$ cat src/rtl/lock_pkg.sv
// Shared definitions for the lockout controller: the controller state
// encoding, default timing/threshold constants and a small helper used
// to size the shared cycle timer.
package lock_pkg;

    typedef enum logic [1:0] {
        IDLE    = 2'd0,
        OPEN    = 2'd1,
        LOCKOUT = 2'd2
    } lock_state_t;

    localparam int DEF_MAX_FAIL       = 3;
    localparam int DEF_OPEN_CYCLES    = 8;
    localparam int DEF_LOCKOUT_CYCLES = 16;
    localparam int FAIL_CNT_W         = 4;

    function automatic int maxInt(input int a, input int b);
        return (a > b) ? a : b;
    endfunction

endpackage

$ cat src/rtl/cycle_timer.sv
// Loadable down-counter shared by the OPEN and LOCKOUT phases. A load
// strobe places N-1 into the counter; it then counts down once per cycle
// and parks at zero, where the expired flag is raised. It never wraps.
module cycle_timer #(
    parameter int WIDTH = 5
) (
    input  logic             clk,
    input  logic             rst,
    input  logic             i_load,
    input  logic [WIDTH-1:0] i_loadVal,
    output logic             o_expired
);

    logic [WIDTH-1:0] r_count;

    // Count down toward zero, reloading on request and holding at zero.
    always_ff @(posedge clk) begin
        if (!rst) begin
            r_count <= '0;
        end else if (i_load) begin
            r_count <= i_loadVal;
        end else if (r_count != '0) begin
            r_count <= r_count - 1'b1;
        end
    end

    assign o_expired = (r_count == '0);

endmodule

$ cat src/rtl/lockout_controller.sv
// Door lockout controller sitting behind a password lock. Correct codes
// open the door for a fixed time; a run of wrong entries locks the panel
// out for a fixed time and raises a one-cycle alarm. All outputs are
// registered, so each response appears one cycle after its input.
module lockout_controller
    import lock_pkg::*;
#(
    parameter int MAX_FAIL       = DEF_MAX_FAIL,
    parameter int OPEN_CYCLES    = DEF_OPEN_CYCLES,
    parameter int LOCKOUT_CYCLES = DEF_LOCKOUT_CYCLES
) (
    input  logic                  clk,
    input  logic                  rst,
    input  logic                  unlock_in,
    input  logic                  error_in,
    output logic                  entry_en,
    output logic                  door_open,
    output logic                  locked_out,
    output logic                  alarm,
    output logic [FAIL_CNT_W-1:0] fail_cnt
);

    localparam int TIMER_W = $clog2(maxInt(OPEN_CYCLES, LOCKOUT_CYCLES) + 1);
    localparam logic [TIMER_W-1:0]    OPEN_LOAD    = TIMER_W'(OPEN_CYCLES - 1);
    localparam logic [TIMER_W-1:0]    LOCKOUT_LOAD = TIMER_W'(LOCKOUT_CYCLES - 1);
    localparam logic [FAIL_CNT_W-1:0] FAIL_LIMIT   = FAIL_CNT_W'(MAX_FAIL);

    lock_state_t r_state;
    lock_state_t w_stateNext;

    logic [FAIL_CNT_W-1:0] r_failCnt;
    logic [FAIL_CNT_W-1:0] w_failNext;
    logic [FAIL_CNT_W-1:0] w_failInc;

    logic               r_entryEn;
    logic               r_doorOpen;
    logic               r_lockedOut;
    logic               r_alarm;
    logic               w_alarmNext;
    logic               w_load;
    logic [TIMER_W-1:0] w_loadVal;
    logic               w_expired;

    assign w_failInc = r_failCnt + 1'b1;

    cycle_timer #(
        .WIDTH (TIMER_W)
    ) u_timer (
        .clk       (clk),
        .rst       (rst),
        .i_load    (w_load),
        .i_loadVal (w_loadVal),
        .o_expired (w_expired)
    );

    // State and failure-count register.
    always_ff @(posedge clk) begin
        if (!rst) begin
            r_state   <= IDLE;
            r_failCnt <= '0;
        end else begin
            r_state   <= w_stateNext;
            r_failCnt <= w_failNext;
        end
    end

    // Next-state decode; an error always beats a simultaneous unlock and
    // the timed states ignore both inputs until the timer runs out.
    always_comb begin
        w_stateNext = r_state;
        w_failNext  = r_failCnt;
        w_alarmNext = 1'b0;
        w_load      = 1'b0;
        w_loadVal   = '0;
        case (r_state)
            IDLE: begin
                if (error_in) begin
                    if (w_failInc >= FAIL_LIMIT) begin
                        w_stateNext = LOCKOUT;
                        w_failNext  = '0;
                        w_alarmNext = 1'b1;
                        w_load      = 1'b1;
                        w_loadVal   = LOCKOUT_LOAD;
                    end else begin
                        w_failNext = w_failInc;
                    end
                end else if (unlock_in) begin
                    w_stateNext = OPEN;
                    w_failNext  = '0;
                    w_load      = 1'b1;
                    w_loadVal   = OPEN_LOAD;
                end
            end
            OPEN: begin
                if (w_expired) begin
                    w_stateNext = IDLE;
                end
            end
            LOCKOUT: begin
                if (w_expired) begin
                    w_stateNext = IDLE;
                    w_failNext  = '0;
                end
            end
            default: begin
                w_stateNext = IDLE;
                w_failNext  = '0;
            end
        endcase
    end

    // Register the outputs from the upcoming state so they line up with it.
    always_ff @(posedge clk) begin
        if (!rst) begin
            r_entryEn   <= 1'b1;
            r_doorOpen  <= 1'b0;
            r_lockedOut <= 1'b0;
            r_alarm     <= 1'b0;
        end else begin
            r_entryEn   <= (w_stateNext == IDLE);
            r_doorOpen  <= (w_stateNext == OPEN);
            r_lockedOut <= (w_stateNext == LOCKOUT);
            r_alarm     <= w_alarmNext;
        end
    end

    assign entry_en   = r_entryEn;
    assign door_open  = r_doorOpen;
    assign locked_out = r_lockedOut;
    assign alarm      = r_alarm;
    assign fail_cnt   = r_failCnt;

endmodule

$ cat config.mk
export PLATFORM = sky130hd
export DESIGN_NAME = lockout_controller
export DESIGN_NICKNAME = d
export VERILOG_FILES = /design/src/rtl/lock_pkg.sv /design/src/rtl/cycle_timer.sv /design/src/rtl/lockout_controller.sv
export SDC_FILE = /design/constraint.sdc
export NUM_CORES = 1
export LEC_CHECK = 0
export ABC_CLOCK_PERIOD_IN_PS = 2400
export CORE_MARGIN = 4
export CORE_UTILIZATION = 45
export DETAILED_ROUTE_END_ITERATION = 10
export GPL_TIMING_DRIVEN = 0
export PLACE_DENSITY = 0.73
export SYNTH_ARGS = -nofsm -noshare
export SYNTH_HDL_FRONTEND = slang
export SYNTH_HIERARCHICAL = 1
export SYNTH_SLANG_ARGS = --single-unit
export TNS_END_PERCENT = 20
$ cat constraint.sdc
create_clock -name clk -period 2.4 [get_ports clk]
set_clock_uncertainty 0.2 [all_clocks]
set_input_delay 0.48 -clock clk [delete_from_list [all_inputs] [get_ports clk]]
set_output_delay 0.48 -clock clk [all_outputs]
set_load 0.02 [all_outputs]
# After elaboration in Yosys (flattened, before gate mapping)
# Index checks and enable logic that the tools add are counted.
# totals
reg_bits	15
wordCells	45
out_inout_bits	8
input_bits	4
# classes
bitwise	1
n_reduce_logical	8
muxes	20
n_eq_ne	6
order_cmp	1
n_addsub	2
# ops
op	n
2-to-1 mux 4 bit	5
2-to-1 mux 5 bit	4
one-hot mux 4 bit (3 select lines)	1
2-to-1 mux 2 bit	4
AND reduction 3 bit	2
zero test 5 bit	1
nonzero test 5 bit	1
subtractor 5 x 1 -> 5 bit (second input constant)	1
adder 4 x 1 -> 4 bit (second input constant)	1
equality test 2 x 1 -> 1 bit (second input constant)	2
equality test 2 bit (second input constant)	2
>= comparator 4 x 2 -> 1 bit (second input constant)	1
zero test 2 bit	2
2-to-1 mux 1 bit	4
one-hot mux 2 bit (2 select lines)	1
2-to-1 mux 3 bit	1
inequality test 3 bit (second input constant)	1
inequality test 2 x 1 -> 1 bit (second input constant)	1
nonzero test 2 bit	1
OR reduction 2 bit	1
NOT 1 bit	1

# Depth between registers and ports, before layout
# Gate-level depths: netlist of run 1.
# logic_depth
depth_word	6
ltp_mapped	10
depth_no_buf	9

# Hierarchy
# Netlist of run 1, hierarchy kept.
# by_module_without_submodules
mod	seq_area_each_um2	area_each_um2	cells_per_inst	n_inst
lockout_controller	200.2	546.8	66	1
cycle_timer	100.1	300.3	34	1

# Least setup slack after synthesis of run 1
# OpenSTA, ideal clock, no wires.
# synth_timing
path_kind	reg2reg
startpoint	register r_failCnt[0], in the netlist fail_cnt[0]
endpoint	register u_timer.r_count[1]
period_less_slack_ps	2364
slack_ps	36
stages_incl_launch_ff	10
t_required_ps	2138
setup_time_ps	62
arrival_time_ps	2102
path_buffers	1
cell_sequence	dfxtp_1 -> ha_1 -> and2_0 -> a21o_1 -> a21oi_1 -> nor2_1 -> a21oi_1 -> buf_6 -> or4_1 -> nand3_1
# synth_between
elab_chain_cells	6
elab_cells_between_ends	10
classes_between	1 x add/sub; 1 x order compare; 7 x mux; 1 x reduce/logical
# synth_rtl
element	line	source
from (decl)	lockout_controller.sv:31	logic [FAIL_CNT_W-1:0] r_failCnt;
from (signal assigned)	lockout_controller.sv:63	r_failCnt <= w_failNext;
adder 4 x 1 -> 4 bit (*)	lockout_controller.sv:44	assign w_failInc = r_failCnt + 1'b1;
>= comparator 4 x 2 -> 1 bit (*)	lockout_controller.sv:78	if (w_failInc >= FAIL_LIMIT) begin
2-to-1 mux 1 bit (*)	lockout_controller.sv:78	
2-to-1 mux 1 bit (*)	lockout_controller.sv:77	if (error_in) begin
2-to-1 mux 1 bit (*)	lockout_controller.sv:75	case (r_state)
named net w_load	lockout_controller.sv:40	logic w_load;
2-to-1 mux 5 bit / nonzero test 2 bit (equally long branches)	n/a	
to (signal assigned)	cycle_timer.sv:21	r_count <= i_loadVal;
to (signal assigned)	cycle_timer.sv:23	r_count <= r_count - 1'b1;
to (decl)	cycle_timer.sv:14	logic [WIDTH-1:0] r_count;
# The timed path passes the listed nets; every way through them passes the cells marked *.
# A chain may end at the register's enable or synchronous reset.

# Final worst setup path of run 1
# Same ends and word-level chain as after synthesis.

==> metrics.md, run 1 <==
| Metric | Value |
|---|---|
| Status | `completed` |
| Die area | `2640 µm²` |
| CTS tree | `built` |
| Final period util | `94.8%` |
| Area leader, netlist | `dfxtp_1` |
| Row count | `15` |
| Pleak | `0.000401 µW` |
| Avg WL per Cell | `12.9 µm` |
| Top-area cell type share of the netlist area | `35.5%` |
| Fin. Hold Viols | `0` |
| Share of post-route cells with drive strength above 1 | `11.3%` |
| Diode count | `0` |
| Hpwl dp | `1360 µm` |
| Post-CTS setup repair buffer count | `0` |
| CTS H-tree depth | `1` |
| Vias/cell | `5.48` |
| FMAX | `440 MHz` |
| Grt met3 use | `5.25%` |
| Critical-path cell list | `ha_1 > and2_0 > a21o_1 > a21oi_1 > nor2_2 > a21oi_2 > buf_6 > or4_1 > nand3_1` |
| Buf/Inv on CP | `1` |
| Worst-Skew Late Latency | `0.29 ns` |
| P_sw | `291 µW` |
| First-pass GRT wire length | `3060 µm` |
| Global Route Usage Sum | `15.7%` |
| CP Capture Type | `flip-flop` |
| Fin nets | `127` |
| Met1 Usage GRT | `18.5%` |
| Net Count, Synth | `111` |
| Ys async rst share | `0%` |
| Die W | `51.4 µm` |
| Vias in the first global route | `674` |
| Number of CTS-inserted buffers | `3` |
| Synthesized area | `847 µm²` |
| Critical Path RT | `2.44 ns` |
| Number of flops mapped to enable cells by yosys | `0` |
| Peak VDD IR | `0.000415 V` |
| Minimum clock period | `2.27 ns` |
| GR Util met2 | `26.3%` |
| Switching Fraction | `37.1%` |
| Number of buffers added on ports | `11` |
| CP max FO | `9` |
| DRT antenna net count | `0` |
| Clock power share | `18.6%` |
| Final WL | `1810 µm` |
| Post-CTS Hold Fix Bufs | `0` |
| I/O pin total | `12` |
| Fin. max-slew vios | `0` |
| TritonCTS Sinks | `15` |
| Synth cell types | `33` |
| Startpoint Class | `flip-flop` |
| Synthesized flop and latch total | `15` |
| RSZ-0062 raised after global routing | `true` |
| Fillers | `176` |
| Via count | `767` |
| Endpoints failing setup | `0` |
| Cts repair resizes | `2` |
| Die Ht | `51.4 µm` |
| CTS Buffer Depth | `2` |
| Gate Count Post-Synth | `100` |
| Clock slew at reported path FFs | `0.09 ns` |
| Cell Pwr Density | `768 nW/µm²` |
| Max_cap viols | `0` |
| Yosys Warn Count | `6` |
| Arr. time, crit path | `2.31 ns` |
| Number of remaining DRC errors | `0` |
| CP max stage delay | `0.51 ns` |
| Area contributors post-synth | `dfxtp_1 35%, ha_1 10%, inv_1 4.9%, a21oi_1 4.7%, nand3_1 4.1%` |
| Synthesis-to-layout area growth | `20.8%` |
| Critical path's top delay family | `simple AND/OR/NAND/NOR gates` |
| Initial Util | `48.0%` |
| Fin Setup TNS | `0 ns` |
| Iter 0 DRT Violations | `19` |
| Initial antenna violation count | `0` |
| Ys flop type | `dfxtp_1` |
| Final core occ | `58.0%` |
| Average cell area after synthesis | `8.47 µm²` |
| Cell-internal power | `495 µW` |
| Pin count of the biggest net entering global routing | `10` |
| Logic gate share of total power | `38.5%` |
| GRT overflow | `0` |
| Worst Hold Class | `reg2reg` |
| Root Driver | `clkbuf_4` |
| Drt pass-1 iters | `4` |
| Setup Crit Path Kind | `reg2reg` |
| Routability congestion estimate | `0.823` |
| Seq pwr share | `42.9%` |
| Register area share after synthesis | `35.5%` |
| Core Area | `1760 µm²` |
| Slowest cell on the critical path | `or4_1` |
| Grt peak-use layer | `met2` |
==> power groups by stage <==
stage	sequential (µW)	combinational (µW)	clock, µW
after floorplan	344	215	0
after global placement	340	289	0
after detailed placement	342	296	0
after CTS	337	299	153
after global routing	344	339	162
final	337	302	146
==> state kept, by name, indices dropped and copies added, names as in the netlist <==
name,cells
u_timer/r_count,5
fail_cnt,4
r_state,2
alarm,1
door_open,1
entry_en,1
locked_out,1
==> cell usage in the layout (no fill, tap or decap), types with 3 or more instances in the layout <==
cell             synthesis  layout
a21oi_1                  8       7
dfxtp_1                 15      13
clkdlybuf4s50_1          0      11
nand3_1                  7       7
nand2_1                  5       5
clkbuf_4                 0       3
inv_1                   11      11
ha_1                     7       7
nor2_1                   8       7
nor4_1                   3       3
nor3_1                   5       5
==> worst register-to-register path: cells and delay by family, from the launching register on <==
kind	cells	cell delay [ns]
AOI/OAI and AO/OA	3	0.38
adders and majority gates	1	0.20
buffers and inverters	1	0.15
DFF	1	0.38
and+or+nand+nor	4	0.90
==> per-stage QoR <==
step,instances,hold slack [ns],instance area (µm²),total power (µW),worst slack [ns]
after floorplan,100,0.275,847,559,0.0362
after global placement,136,0.301,988,629,-0.00571
after detailed placement,136,0.311,988,638,-0.0398
after CTS,140,0.324,1020,788,0.0629
after global routing,140,0.356,1020,845,-0.0344
final,140,0.329,1020,786,0.126
==> layer usage <==
| layer | routed length [µm] | vias up | share of wire, % |
|---|---|---|---|
| met3 | 68 | 8 | 3.8 |
| li1 | - | 389 | - |
| met5 | 0 | - | 0 |
| met2 | 907 | 20 | 50 |
| met1 | 791 | 350 | 44 |
| met4 | 44 | 0 | 2.4 |
==> worst paths after layout <==
check                     start                  to  slack [ns]  depth (start not counted)
max                 fail_cnt[0]  u_timer/r_count[1]        0.13                          9
min          u_timer/r_count[1]  u_timer/r_count[1]        0.33                          2
max reg2reg         fail_cnt[0]  u_timer/r_count[1]        0.13                          9
min reg2reg  u_timer/r_count[1]  u_timer/r_count[1]        0.33                          2
==> cell usage after synthesis (all sizes together) (3+ instances only) <==
cell type / instances
a21oi: 8
inv: 12
nor3: 5
nor2: 8
nand3: 7
dfxtp: 15
nor4: 3
o21ai: 3
ha: 7
nand2: 6
==> area by class of cell <==
cell class	count	area, µm²	area share, %
clock buffer	4	26.3	2.57
timing repair buffer	11	110	10.8
sequential	15	303	29.6
tap	25	31.3	3.06
buffer	2	22.5	2.20
inverter	12	45.0	4.40
multi-input combinational	71	485	47.4
==> cells by family after synthesis <==
logic type	synth area share, %
flops	35.5
other cells	0.443
fa+ha+maj	10.3
buf+inv	7.98
simple gates	25.6
compound gates	19.2
xor+xnor	1.03
Note: power is estimated with default switching activity, not from simulation.
==> inputs of run 2 (changes only) <==
CORE_ASPECT_RATIO = 0.7   (was default)
==> metrics.md, run 2 (synthesis gave the netlist of run 1 again) <==
| Metric | Value |
|---|---|
| Switching Fraction | `37.2% (was 37.1%)` |
| Startpoint Class | `flip-flop (unchanged)` |
| Logic gate share of total power | `39.3% (was 38.5%)` |
| Hpwl dp | `1400 µm (was 1360 µm)` |
| FMAX | `441 MHz (was 440 MHz)` |
| CTS tree | `built (unchanged)` |
| Fin nets | `128 (was 127)` |
| Fin. max-slew vios | `0 (unchanged)` |
| Row count | `12 (was 15)` |
| Number of CTS-inserted buffers | `3 (unchanged)` |
| Number of buffers added on ports | `11 (unchanged)` |
| Minimum clock period | `2.27 ns (about the same)` |
| Synthesis-to-layout area growth | `22.3% (was 20.8%)` |
| Root Driver | `clkbuf_4 (unchanged)` |
| Peak VDD IR | `0.000595 V (was 0.000415 V)` |
| Endpoints failing setup | `0 (unchanged)` |
| DP Area | `983 µm² (was 988 µm²)` |
| Cell-internal power | `497 µW (was 495 µW)` |
| Max reg flops | `5 (unchanged)` |
| Via count | `767 (unchanged)` |
| Fillers | `156 (was 176)` |
| Worst Hold Class | `reg2reg (unchanged)` |
| Final WL | `1860 µm (was 1810 µm)` |
| Avg WL per Cell | `13.6 µm (was 12.9 µm)` |
| Max_cap viols | `0 (unchanged)` |
| Final period util | `94.4% (was 94.8%)` |
| Arr. time, crit path | `2.30 ns (was 2.31 ns)` |
| Drt pass-1 iters | `4 (unchanged)` |
| Fin. Hold Viols | `0 (unchanged)` |
| Clock power share | `18.2% (was 18.6%)` |
| Share of post-route cells with drive strength above 1 | `12.1% (was 11.3%)` |
| TritonCTS Sinks | `15 (unchanged)` |
| Vias/cell | `5.60 (was 5.48)` |
| Initial Util | `50.4% (was 48.0%)` |
| Die Ht | `44.3 µm (was 51.4 µm)` |
| CP max FO | `9 (unchanged)` |
| Iter 0 DRT Violations | `12 (was 19)` |
| Pin count of the biggest net entering global routing | `10 (unchanged)` |
| Setup Crit Path Kind | `reg2reg (unchanged)` |
| Seq pwr share | `42.5% (was 42.9%)` |
| CTS Buffer Depth | `2 (unchanged)` |
| Largest reg by FF count | `u_timer/r_count (unchanged)` |
| CTS H-tree depth | `1 (unchanged)` |
| I/O pin total | `12 (unchanged)` |
| Pleak | `0.000407 µW (was 0.000401 µW)` |
| Critical Path RT | `2.43 ns (was 2.44 ns)` |
| Cell Pwr Density | `764 nW/µm² (was 768 nW/µm²)` |
| Final Power | `791 µW (was 786 µW)` |
| P_sw | `294 µW (was 291 µW)` |
| DRT antenna net count | `0 (unchanged)` |
| GRT overflow | `0 (unchanged)` |
| Leading cell types in the layout, fill and taps excluded | `13 x dfxtp_1, 11 x inv_1, 11 x clkdlybuf4s50_1 (unchanged)` |
| Design area | `1040 µm² (was 1020 µm²)` |
| Core Area | `1680 µm² (was 1760 µm²)` |
| Worst-Skew Late Latency | `0.28 ns (was 0.29 ns)` |
| CP Capture Type | `flip-flop (unchanged)` |
| Die area | `2650 µm² (was 2640 µm²)` |
| First-pass GRT wire length | `2900 µm (was 3060 µm)` |
| Clock slew at reported path FFs | `0.09 ns (about the same)` |
| Initial antenna violation count | `0 (unchanged)` |
| Die W | `59.9 µm (was 51.4 µm)` |
| Commonest non-fill, non-tap cell in the layout | `dfxtp_1 (unchanged)` |
| Vias in the first global route | `636 (was 674)` |
| Diode count | `0 (unchanged)` |
| Post-CTS Hold Fix Bufs | `0 (unchanged)` |
| Routability congestion estimate | `0.824 (was 0.823)` |
| Number of remaining DRC errors | `0 (unchanged)` |
| Status | `completed (unchanged)` |
| Global Route Usage Sum | `14.3% (was 15.7%)` |
-- run 2: changes by cell type in the layout (fill, tap and decap cells not counted), sizes merged --
cell  before  now
buf        2    3
-- run 2: metrics by stage --
stage	hold slack (ns)	instances	TNS (ns)	setup WS (ns)	utilization, %
after floorplan	0.275	100	0	0.0362	-
after global placement	0.307	132	-0.00713	-0.00713	58.5
after detailed placement	0.307	132	-0.0611	-0.0611	58.5
after CTS	0.319	136	0	0.00309	60.2
after global routing	0.358	137	-0.00673	-0.00673	61.6
final	0.324	137	0	0.134	61.6
-- run 2: repair_timing --
action / in CTS / in global routing
pin swaps: 0 / 1
endpoints found under the setup margin: 1 / 5
resized for setup: 1 / 5
setup buffers: 0 / 1
hold endpoints to repair: 0 / 0
-- run 2: worst paths after layout --
kind	depth (start not counted)	slack [ns]	endpoint	from
min reg2reg	2	0.32	u_timer/r_count[1]	u_timer/r_count[1]
max reg2reg	9	0.13	u_timer/r_count[1]	fail_cnt[1]
max	9	0.13	u_timer/r_count[1]	fail_cnt[1]
min	2	0.32	u_timer/r_count[1]	u_timer/r_count[1]
-- run 2: power by group through the flow --
stage,clock (µW),sequential (µW),combinational (µW)
finish,144,336,311
CTS,150,336,302
global placement,0,340,290
floorplan,0,344,215
detailed placement,0,343,300
global route,165,345,347
-- run 2: worst max-delay path, stage by stage, from the launching register on --
cell     delay [ns]
dfxtp_2        0.38
ha_1           0.19
and2_0         0.14
a21o_1         0.17
a21oi_1        0.10
nor2_2         0.22
a21oi_4        0.10
buf_6          0.15
or4_1          0.51
nand3_1        0.08
-- run 2: layout make-up --
| class | count | area, µm² | share of cell area (%) |
|---|---|---|---|
| plain buffers | 2 | 22.5 | 2.17 |
| inverters | 12 | 45.0 | 4.35 |
| repair buffers | 12 | 118 | 11.4 |
| multi-input cells | 71 | 493 | 47.6 |
| clock buffers | 4 | 26.3 | 2.54 |
| well taps | 21 | 26.3 | 2.54 |
| flip-flops and latches | 15 | 305 | 29.5 |
-- run 2: metal layers --
metal,GRT usage (%),part of all wire (%),up-vias
met5,0,0,-
met1,19.9,48,354
met2,21.8,46,20
li1,-,-,391
met4,1.33,0.43,0
met3,5.25,5.3,2
==> inputs of run 3 (changes only) <==
CORE_ASPECT_RATIO = default   (was 0.7)
CORE_UTILIZATION = 52   (was 45)
PLACE_DENSITY = 0.82   (was 0.73)
==> metrics.md, run 3 (synthesis gave the netlist of run 1 again) <==
| Metric | Value |
|---|---|
| Status | `completed (unchanged)` |
| Fin. max-slew vios | `0 (unchanged)` |
| Die area | `2340 µm² (was 2650 µm²)` |
| Cell-internal power | `496 µW (was 497 µW)` |
| Cell Pwr Density | `772 nW/µm² (was 764 nW/µm²)` |
| Largest reg by FF count | `u_timer/r_count (unchanged)` |
| Pleak | `0.000406 µW (was 0.000407 µW)` |
| Post-CTS Hold Fix Bufs | `0 (unchanged)` |
| GRT overflow | `0 (unchanged)` |
| WHS Endpoint | `fail_cnt[2] (was u_timer/r_count[1])` |
| CTS Buffer Depth | `2 (unchanged)` |
| Global Route Usage Sum | `14.7% (was 14.3%)` |
| Worst Slack Setup Final | `0.132 ns (was 0.134 ns)` |
| Startpoint Class | `flip-flop (unchanged)` |
| Minimum clock period | `2.27 ns (about the same)` |
| Final WL | `1660 µm (was 1860 µm)` |
| Die Ht | `48.4 µm (was 44.3 µm)` |
| HP Start | `fail_cnt[2] (was u_timer/r_count[1])` |
| Fin. Hold Viols | `0 (unchanged)` |
| CTS H-tree depth | `1 (unchanged)` |
| Commonest non-fill, non-tap cell in the layout | `dfxtp_1 (unchanged)` |
| Critical-path cell list | `ha_1 > and2_0 > a21o_1 > a21oi_1 > nor2_2 > a21oi_4 > buf_6 > or4_1 > nand3_1 (unchanged)` |
| CTS tree | `built (unchanged)` |
| Pin count of the biggest net entering global routing | `10 (unchanged)` |
| Core Area | `1520 µm² (was 1680 µm²)` |
| CP max stage delay | `0.51 ns (about the same)` |
| Number of CTS-inserted buffers | `3 (unchanged)` |
| I/O pin total | `12 (unchanged)` |
| Critical Path RT | `2.43 ns (about the same)` |
| Avg WL per Cell | `12.6 µm (was 13.6 µm)` |
| Reg-to-reg slack, setup | `0.13 ns (about the same)` |
| Switching Fraction | `37.4% (was 37.2%)` |
| Endpoints failing setup | `0 (unchanged)` |
| Share of post-route cells with drive strength above 1 | `12.1% (unchanged)` |
| FMAX | `441 MHz (about the same)` |
| Synthesis-to-layout area growth | `21.3% (was 22.3%)` |
| DP Worst Slack | `-0.0318 ns (was -0.0611 ns)` |
| Drt pass-1 iters | `4 (unchanged)` |
| Diode count | `0 (unchanged)` |
| Launch point of the worst reg-to-reg path | `fail_cnt[0] (was fail_cnt[1])` |
| Initial Util | `55.6% (was 50.4%)` |
| CP max FO | `9 (unchanged)` |
| Worst-Skew Late Latency | `0.29 ns (was 0.28 ns)` |
| Setup Crit Path Kind | `reg2reg (unchanged)` |
| Final Power | `793 µW (was 791 µW)` |
| Die W | `48.4 µm (was 59.9 µm)` |
| Critical path's top delay family | `simple AND/OR/NAND/NOR gates (unchanged)` |
| Routability congestion estimate | `0.854 (was 0.824)` |
| Iter 0 DRT Violations | `22 (was 12)` |
| Max_cap viols | `0 (unchanged)` |
| Leading cell types in the layout, fill and taps excluded | `13 x dfxtp_1, 11 x inv_1, 11 x clkdlybuf4s50_1 (unchanged)` |
| Peak VDD IR | `0.000517 V (was 0.000595 V)` |
| Number of remaining DRC errors | `0 (unchanged)` |
| Arr. time, crit path | `2.30 ns (about the same)` |
| Vias/cell | `5.76 (was 5.60)` |
| Seq pwr share | `42.3% (was 42.5%)` |
| R2R cell count | `9 (unchanged)` |
| Logic gate share of total power | `38.6% (was 39.3%)` |
| Max reg flops | `5 (unchanged)` |
| Initial antenna violation count | `0 (unchanged)` |
| Number of buffers added on ports | `11 (unchanged)` |
| Buf/Inv on CP | `1 (unchanged)` |
| Hpwl dp | `1240 µm (was 1400 µm)` |
| Clock power share | `19.1% (was 18.2%)` |
| Via count | `760 (was 767)` |
| CP Capture Type | `flip-flop (unchanged)` |
| TritonCTS Sinks | `15 (unchanged)` |
| Worst Hold Class | `reg2reg (unchanged)` |
| Root Driver | `clkbuf_4 (unchanged)` |
| Row count | `14 (was 12)` |
| Hold Path Depth | `1 (was 2)` |
| P_sw | `296 µW (was 294 µW)` |
| Slowest cell on the critical path | `or4_1 (unchanged)` |
| Vias in the first global route | `664 (was 636)` |
| Worst R2R End | `u_timer/r_count[1] (unchanged)` |
| DRT antenna net count | `0 (unchanged)` |
| Fin nets | `128 (unchanged)` |
| Final period util | `94.5% (was 94.4%)` |
| Clock slew at reported path FFs | `0.10 ns (was 0.09 ns)` |
| First-pass GRT wire length | `2840 µm (was 2900 µm)` |
## run 3: worst reg2reg max path, stage by stage (launching register included)
cell	delay, ns
dfxtp_2	0.39
ha_1	0.20
and2_0	0.13
a21o_1	0.16
a21oi_1	0.09
nor2_2	0.19
a21oi_4	0.10
buf_6	0.15
or4_1	0.51
nand3_1	0.08
## run 3: per-stage QoR
stage / area [µm²] / std cells / TNS, ns / util [%] / hold slack, ns
global placement: 977 / 127 / -0.0158 / 64.1 / 0.304
detailed placement: 977 / 127 / -0.0318 / 64.1 / 0.312
global route: 1030 / 132 / -0.00246 / 67.4 / 0.357
floorplan: 847 / 100 / 0 / - / 0.275
finish: 1030 / 132 / 0 / 67.4 / 0.328
CTS: 1010 / 131 / 0 / 66.3 / 0.325
## run 3: final cells by class
cell class	instances	area (µm²)
plain buffers	2	22.5
clock buffers	4	26.3
fillers	124	497
inverters	12	45.0
multi-input cells	71	493
flip-flops and latches	15	303
well taps	16	20.0
repair buffers	12	118
## run 3: worst max path at each step
stage / from / endpoint / slack [ns] / depth (start not counted)
global route: fail_cnt[0] / u_timer/r_count[1] / -0.002 / 9
global placement: fail_cnt[0] / u_timer/r_count[1] / -0.02 / 9
finish: fail_cnt[0] / u_timer/r_count[1] / 0.13 / 9
floorplan: fail_cnt[0] / u_timer/r_count[1] / 0.04 / 9
CTS: fail_cnt[0] / u_timer/r_count[1] / 0.05 / 9
detailed placement: fail_cnt[0] / u_timer/r_count[1] / -0.03 / 9
## run 3: power groups by stage
stage | sequential (µW) | clock [µW] | combinational (µW)
3_5_place_dp | 339 | 0 | 297
4_1_cts | 334 | 154 | 300
6_report | 336 | 151 | 306
5_1_grt | 341 | 167 | 339
2_1_floorplan | 344 | 0 | 215
3_3_place_gp | 338 | 0 | 286
## run 3: routing by layer
metal  vias up  share of wire (%)  GRT usage [%]
li1        392                  -              -
met1       345                 47           18.5
met2        19                 47           23.9
met3         4                3.7           1.84
met4         0                2.0           8.29
met5         -                  0              0
## run 3: repair_timing
action / 4_1_cts / 5_1_grt
gates resized for setup: 2 / 3
setup endpoints to repair: 3 / 4
setup buffers: 0 / 1
pin swaps: 0 / 1
